--- src/rtl/multicycle_controller.sv ---
// Multicycle RV32I sequencing controller: Moore FSM stepping the shared datapath
// one instruction phase per state, with a memory-ready handshake and sticky HALT.
module multicycle_controller (
  input  logic       clk,
  input  logic       reset,
  input  logic [6:0] op,
  input  logic [2:0] funct3,
  input  logic       funct7b5,
  input  logic       Zero,
  input  logic       MemReady,
  output logic       PCWrite,
  output logic       AdrSrc,
  output logic       MemWrite,
  output logic       IRWrite,
  output logic       RegWrite,
  output logic [1:0] ResultSrc,
  output logic [1:0] ALUSrcA,
  output logic [1:0] ALUSrcB,
  output logic [2:0] ALUControl,
  output logic [1:0] ImmSrc,
  output logic       Retire,
  output logic       Halted
);

  // MemReady handshake: in FETCH/MEMREAD/MEMWRITE the FSM holds its outputs
  // until MemReady=1 in the same cycle; that cycle completes the access.
  typedef enum logic [3:0] {
    S_FETCH    = 4'd0,
    S_DECODE   = 4'd1,
    S_MEMADR   = 4'd2,
    S_MEMREAD  = 4'd3,
    S_MEMWB    = 4'd4,
    S_MEMWRITE = 4'd5,
    S_EXECR    = 4'd6,
    S_EXECI    = 4'd7,
    S_ALUWB    = 4'd8,
    S_BRANCH   = 4'd9,
    S_JAL      = 4'd10,
    S_HALT     = 4'd11
  } state_e;

  localparam logic [6:0] OP_LW   = 7'b0000011;
  localparam logic [6:0] OP_SW   = 7'b0100011;
  localparam logic [6:0] OP_R    = 7'b0110011;
  localparam logic [6:0] OP_I    = 7'b0010011;
  localparam logic [6:0] OP_BR   = 7'b1100011;
  localparam logic [6:0] OP_JAL  = 7'b1101111;

  state_e     state_q, state_d;
  state_e     cur_s;
  logic       alu_f3_ok;
  logic       br_f3_ok;
  logic [2:0] exec_alu;

  always_ff @(posedge clk) begin
    if (!reset) state_q <= S_FETCH;
    else        state_q <= state_d;
  end

  always_comb begin
    alu_f3_ok = (funct3 == 3'b000) || (funct3 == 3'b010) ||
                (funct3 == 3'b110) || (funct3 == 3'b111);
    br_f3_ok  = (funct3 == 3'b000) || (funct3 == 3'b001);
    case (funct3)
      3'b000:  exec_alu = (op[5] & funct7b5) ? 3'b001 : 3'b000;
      3'b010:  exec_alu = 3'b101;
      3'b110:  exec_alu = 3'b011;
      3'b111:  exec_alu = 3'b010;
      default: exec_alu = 3'b000;
    endcase
    case (op)
      OP_SW:   ImmSrc = 2'b01;
      OP_BR:   ImmSrc = 2'b10;
      OP_JAL:  ImmSrc = 2'b11;
      default: ImmSrc = 2'b00;
    endcase
  end

  // While reset is held the outputs show FETCH regardless of the stored state.
  always_comb begin
    cur_s      = reset ? state_q : S_FETCH;
    state_d    = cur_s;
    PCWrite    = 1'b0;
    AdrSrc     = 1'b0;
    MemWrite   = 1'b0;
    IRWrite    = 1'b0;
    RegWrite   = 1'b0;
    ResultSrc  = 2'b00;
    ALUSrcA    = 2'b00;
    ALUSrcB    = 2'b00;
    ALUControl = 3'b000;
    Retire     = 1'b0;
    Halted     = 1'b0;
    case (cur_s)
      S_FETCH: begin
        ALUSrcB   = 2'b10;
        ResultSrc = 2'b10;
        IRWrite   = MemReady & reset;
        PCWrite   = MemReady & reset;
        state_d   = MemReady ? S_DECODE : S_FETCH;
      end
      S_DECODE: begin
        ALUSrcA = 2'b01;
        ALUSrcB = 2'b01;
        case (op)
          OP_LW, OP_SW: state_d = S_MEMADR;
          OP_R:         state_d = alu_f3_ok ? S_EXECR : S_HALT;
          OP_I:         state_d = alu_f3_ok ? S_EXECI : S_HALT;
          OP_BR:        state_d = br_f3_ok ? S_BRANCH : S_HALT;
          OP_JAL:       state_d = S_JAL;
          default:      state_d = S_HALT;
        endcase
      end
      S_MEMADR: begin
        ALUSrcA = 2'b10;
        ALUSrcB = 2'b01;
        state_d = op[5] ? S_MEMWRITE : S_MEMREAD;
      end
      S_MEMREAD: begin
        AdrSrc  = 1'b1;
        state_d = MemReady ? S_MEMWB : S_MEMREAD;
      end
      S_MEMWB: begin
        ResultSrc = 2'b01;
        RegWrite  = 1'b1;
        Retire    = 1'b1;
        state_d   = S_FETCH;
      end
      S_MEMWRITE: begin
        AdrSrc   = 1'b1;
        MemWrite = 1'b1;
        Retire   = MemReady;
        state_d  = MemReady ? S_FETCH : S_MEMWRITE;
      end
      S_EXECR: begin
        ALUSrcA    = 2'b10;
        ALUControl = exec_alu;
        state_d    = S_ALUWB;
      end
      S_EXECI: begin
        ALUSrcA    = 2'b10;
        ALUSrcB    = 2'b01;
        ALUControl = exec_alu;
        state_d    = S_ALUWB;
      end
      S_ALUWB: begin
        RegWrite = 1'b1;
        Retire   = 1'b1;
        state_d  = S_FETCH;
      end
      S_BRANCH: begin
        ALUSrcA    = 2'b10;
        ALUControl = 3'b001;
        PCWrite    = Zero ^ funct3[0];
        Retire     = 1'b1;
        state_d    = S_FETCH;
      end
      S_JAL: begin
        ALUSrcA = 2'b01;
        ALUSrcB = 2'b10;
        PCWrite = 1'b1;
        state_d = S_ALUWB;
      end
      S_HALT: begin
        Halted  = 1'b1;
        state_d = S_HALT;
      end
      default: state_d = S_FETCH;
    endcase
  end

endmodule

--- config.mk ---
export PLATFORM = sky130hd
export DESIGN_NAME = multicycle_controller
export DESIGN_NICKNAME = d
export VERILOG_FILES = /design/src/rtl/multicycle_controller.sv
export SDC_FILE = /design/constraint.sdc
export NUM_CORES = 1
export LEC_CHECK = 0
export CORE_ASPECT_RATIO = 0.9
export CORE_MARGIN = 5
export CORE_UTILIZATION = 39
export DETAILED_ROUTE_END_ITERATION = 10
export GPL_TIMING_DRIVEN = 1
export HOLD_SLACK_MARGIN = 0.05
export MAX_ROUTING_LAYER = met4
export PLACE_DENSITY = 0.81
export REMOVE_ABC_BUFFERS = 1
export SLEW_MARGIN = 30
export SYNTH_ARGS = -nofsm -noshare
export SYNTH_HDL_FRONTEND = slang
export SYNTH_SLANG_ARGS = --single-unit
--- constraint.sdc ---
create_clock -name clk -period 1.5 [get_ports clk]
set_clock_uncertainty 0.1 [all_clocks]
set_input_delay 0.3 -clock clk [delete_from_list [all_inputs] [get_ports clk]]
set_output_delay 0.3 -clock clk [all_outputs]
set_load 0.005 [all_outputs]
==> Flow_metrics.wiki, run 1 <==
{| class="wikitable"
! Metric !! Value
|-
| Initial Utilization || 42.9%
|-
| Stopped at || 5_1_grt
|-
| Area share of the largest cell type after synthesis || 12.5%
|-
| Number of sinks on the clock net || 4
|-
| Detailed-placement wirelength estimate || 2040 um
|-
| Ys async rst share || 0%
|-
| Portion of the post-synthesis area used by sequential elements || 12.5%
|-
| Main synth FF type || dfxtp_1
|-
| Buffers from clock root to sink, at most || 2
|-
| Post-Synthesis Mean Instance Area || 6.76 um^2
|-
| Die outline height || 48.5 um
|-
| Total CTS buffers || 3
|-
| Critical endpoint after global-route timing repair || ALUSrcB[1]
|-
| Kind of endpoint with the least setup slack || primary output
|-
| Row Count || 13
|-
| Post-synthesis cell type count || 37
|-
| Gate Count Post-Synth || 95
|-
| Ranking of synthesized cells by area || dfxtp_1, nor3_1, nor2_1
|-
| Error Message || [ERROR DPL-0038] Utilization greater than 100%, impossible to legalize
|-
| Num ports || 33
|-
| Netlist Area Pre-Place || 642 um^2
|-
| Depth of the CTS H-tree || 1
|-
| Largest net degree at the start of global routing || 8
|-
| Post-synth EDFFs || 0
|-
| Port Buffers || 32
|-
| Biggest area consumer among synthesized cells || dfxtp_1
|-
| CTS Root Cell || clkbuf_4
|-
| Synth Register Bits || 4
|-
| Horizontal extent of the die || 52.8 um
|-
| Total of warnings raised by yosys || 0
|-
| Last weighted congestion value of the routability-driven placer || 0.901
|-
| Result of the run || did not finish
|}
logic make-up after synthesis:
logic type / after synthesis / synth area share [%]
compound gates: 23 / 22.8
buf+inv: 8 / 8.77
flops: 4 / 12.5
simple gates: 56 / 50.1
mux: 2 / 3.12
xor+xnor: 2 / 2.73
cells in the mapped netlist, types with 2 or more instances:
| master | n |
|---|---|
| a21boi_0 | 2 |
| a21oi_1 | 9 |
| buf_6 | 2 |
| dfxtp_1 | 4 |
| inv_1 | 3 |
| mux2i_1 | 2 |
| nand2_1 | 8 |
| nand2b_1 | 3 |
| nand3_1 | 2 |
| nor2_1 | 13 |
| nor2b_1 | 4 |
| nor3_1 | 10 |
| nor4_1 | 2 |
| o22ai_1 | 4 |
| o41ai_1 | 2 |
| or2b_2 | 2 |
| or3_1 | 2 |
| xnor2_1 | 2 |
stage by stage:
step / setup slack (ns) / cells / cell area (um^2)
global placement: -0.866 / 177 / 1190
floorplan: -0.156 / 90 / 597
CTS: -0.290 / 192 / 1390
detailed placement: -0.907 / 177 / 1190
repair_timing:
action                     CTS
gates resized for setup    139
pin swaps                   21
setup endpoints to repair   22
buffers inserted            13
hold buffers                 0
==> run 2, diff against run 1 <==
==> config.mk (replaced) <==
export PLATFORM = sky130hd
export DESIGN_NAME = multicycle_controller
export DESIGN_NICKNAME = d
export VERILOG_FILES = /design/src/rtl/multicycle_controller.sv
export SDC_FILE = /design/constraint.sdc
export NUM_CORES = 1
export LEC_CHECK = 0
export CORE_AREA = 5 5 66 68
export DETAILED_ROUTE_END_ITERATION = 10
export DIE_AREA = 0 0 71 73
export GPL_TIMING_DRIVEN = 1
export PLACE_DENSITY_LB_ADDON = 0.15
export REMOVE_ABC_BUFFERS = 1
export SLEW_MARGIN = 30
export SYNTH_ARGS = -nofsm -noshare
export SYNTH_HDL_FRONTEND = slang
export SYNTH_SLANG_ARGS = --single-unit
==> run 2 against run 1 <==
Synthesized cell count unchanged. The flow now finishes, with violations (negative setup slack). Synthesized area unchanged.
==> Flow_metrics.wiki, run 2 <==
{| class="wikitable"
! Metric !! Value
|-
| Result of the run || finished with violations (was did not finish)
|-
| Violations in the final reports || negative setup slack
|-
| Depth of the CTS H-tree || 1 (unchanged)
|-
| Max-slew headroom at the worst pin || 85.5%
|-
| Worst setup SP type || flip-flop
|-
| Post-CTS Hold Fix Bufs || 0 (unchanged)
|-
| Gate Count Post-Synth || 95 (unchanged)
|-
| Routed length per placed instance || 13.3 um
|-
| Transition time at the pin with the least slew margin || 0.215 ns
|-
| Clock-pin slew on the worst setup and hold paths || 0.03 ns
|-
| Area share of the largest cell type after synthesis || 12.5% (unchanged)
|-
| Required arrival time at the worst endpoint || 1.10 ns
|-
| ANT nets after route || 0
|-
| Last weighted congestion value of the routability-driven placer || 0.773 (was 0.901)
|-
| Share of layout cells above drive strength 1 || 71.2%
|-
| Hold violation total from the final report || 0
|-
| Vias in the first global route || 1074
|-
| Top library cells by usage in the layout, fill and taps aside || buf_4, buf_2, buf_6, nor2_1
|-
| Buffers from clock root to sink, at most || 2 (unchanged)
|-
| Port Buffers || 32 (unchanged)
|-
| DR iter-0 viols || 48
|-
| P per Cell Area || 1200 mW/mm^2
|-
| Ys async rst share || 0% (unchanged)
|-
| Fin. max-slew vios || 0
|-
| Largest register by flop count || state_q
|-
| Internal power || 1.28 mW
|-
| Most instantiated library cell after synthesis || nor2_1 (unchanged)
|-
| CTS Root Cell || clkbuf_8 (was clkbuf_4)
|-
| Die outline height || 73 um (was 48.5 um)
|-
| Worst min-delay path class || in2reg
|-
| TritonCTS clock tree || done
|-
| Switching power || 828 uW
|-
| Worst reg2reg startpoint || state_q[2]
|-
| DRC || 0
|-
| Synth Register Bits || 4 (unchanged)
|-
| Global-route congestion overflow total || 0
|-
| Post-synth EDFFs || 0 (unchanged)
|-
| First-pass GRT wire length || 4860 um
|-
| Total of warnings raised by yosys || 0 (unchanged)
|-
| Cell depth of the worst flop-to-flop path || 7
|-
| Most common library cell in the layout ignoring fill and taps || buf_4
|-
| Via count || 1063
|-
| Largest net degree at the start of global routing || 10
|-
| Ranking of synthesized cells by area || dfxtp_1, nor3_1, nor2_1 (unchanged)
|-
| Portion of the post-synthesis area used by sequential elements || 12.5% (unchanged)
|-
| CP Capture Point || PCWrite
|-
| Data arrival, critical path || 1.45 ns
|-
| Number of diodes added for antenna fixing || 0
|-
| Post-synthesis cell type count || 37 (unchanged)
|-
| Per-cell via count in the routed design || 4.41
|-
| Global router's overall resource usage || 11.7%
|-
| Unrepaired setup endpoints after global routing || yes
|-
| Tcrit/Tclk final || 123%
|-
| Registers with the most flip-flops || state_q: 4 flops
|-
| Sum of internal, switching and leakage power || 2.11 mW
|-
| Peak fanout along the critical path || 4
|-
| Num ports || 33 (unchanged)
|-
| Clock latency on the worst-skew pair || 0.21 ns
|-
| Worst reg2reg setup slack || 0.03 ns
|-
| First element of the critical path || state_q[3]
|-
| Non-Filler Instances || 241
|-
| Number of cells in the design after placement || 212 (was 177)
|-
| Detailed-placement wirelength estimate || 2130 um (was 2040 um)
|-
| Number of sinks on the clock net || 4 (unchanged)
|-
| Post-layout minimum cycle time || 1.85 ns
|-
| Largest register FFs || 4
|-
| Switching share of power || 39.3%
|-
| Cell types with the highest counts after synthesis || nor2_1, nor3_1, a21oi_1, nand2_1 (unchanged)
|-
| Main synth FF type || dfxtp_1 (unchanged)
|-
| Wirelength, routed || 3190 um
|-
| Floorplan die area || 0.00518 mm^2
|-
| First drt pass iteration count || 4
|-
| Part of the power in registers || 11.2%
|-
| Initial Utilization || 16.9% (was 42.9%)
|-
| Leakage power || 0.811 nW
|-
| Layout net count || 208
|-
| Horizontal extent of the die || 71 um (was 52.8 um)
|-
| Terminus of the critical flop-to-flop path || state_q[2]
|-
| Count of max-cap constraint violations || 0
|-
| Worst vdd rail ir drop || 0.437 mV
|-
| Row Count || 23 (was 13)
|-
| Maximum clock frequency || 0.541 GHz
|-
| Total CTS buffers || 3 (unchanged)
|-
| Final WS setup || -0.348 ns
|-
| Core area || 0.00380 mm^2
|-
| Critical path class || reg2out
|-
| Number of failing setup endpoints in the final timing report || 17
|-
| Biggest area consumer among synthesized cells || dfxtp_1 (unchanged)
|-
| Part of the total power dissipated in the clock network || 10.6%
|-
| Combinational Power Share || 78.3%
|-
| Endpoint type of the worst setup path || output port
|-
| Netlist Area Pre-Place || 642 um^2 (unchanged)
|-
| Area added between synthesis and finish || 174%
|-
| Post-Synthesis Mean Instance Area || 6.76 um^2 (unchanged)
|-
| Initial antenna violation count || 0
|}
## run 2: worst min-delay path by stage
stage,start,endpoint,cells after the start
global placement,state_q[0],state_q[1],3
global route,op[2],state_q[1],5
floorplan,funct3[2],state_q[1],2
finish,op[3],state_q[1],5
detailed placement,state_q[0],state_q[1],3
CTS,op[3],state_q[1],5
## run 2: cells by family after synthesis
group	Yosys count	share of synthesized area, %
xor gates and xnor gates	2	2.73
muxes	2	3.12
buffers and inverters	8	8.77
AOI/OAI and AO/OA	23	22.8
and+or+nand+nor	56	50.1
DFF	4	12.5
## run 2: metal layers
layer  vias to the layer above  wire (um)  GRT usage [%]
li1                        541          -              -
met1                       495       1310           14.0
met2                        25       1750           20.9
met3                         2        109           1.79
met4                         0         24           4.38
met5                         -          0              0
## run 2: final cells by class
type	instances	area, um^2
Tap cell	50	62.6
Sequential cell	4	95.1
Timing Repair Buffer	98	813
Fill cell	400	2040
Inverter	3	16.3
Clock buffer	3	41.3
Multi-Input combinational cell	83	728
## run 2: metrics by stage
stage                     utilization, %  setup slack [ns]  TNS (ns)  area [um^2]  hold WS, ns
final                               46.2            -0.348     -3.19         1760        0.460
after global routing                46.2            -0.459     -4.41         1760        0.523
after CTS                           39.5            -0.375     -3.37         1500        0.467
after detailed placement            33.7            -0.885    -14.35         1280        0.686
after global placement              33.7            -0.871    -14.18         1280        0.678
after floorplan                        -            -0.156    -0.497          597        0.370
## run 2: power by group through the flow
stage	Clock [mW]	Sequential [mW]	Combinational, mW
2_1_floorplan	0	0.261	0.356
3_3_place_gp	0	0.223	1.03
4_1_cts	0.231	0.225	1.31
5_1_grt	0.243	0.242	1.78
3_5_place_dp	0	0.224	1.04
6_report	0.223	0.235	1.65
## run 2: worst max-delay path, cell delays in order (launching register included)
cell,delay (ns)
dfxtp_4,0.36
buf_6,0.12
or3b_4,0.37
a21oi_2,0.13
a21oi_1,0.05
nor2_1,0.09
buf_2,0.12
## run 2: repair_timing
action                     4_1_cts  5_1_grt
resized for setup              136       46
cloned                           0        1
buffers inserted                16       12
setup endpoints to repair       22       21
pin swaps                       13       18
(Power assumes the default switching activity.)
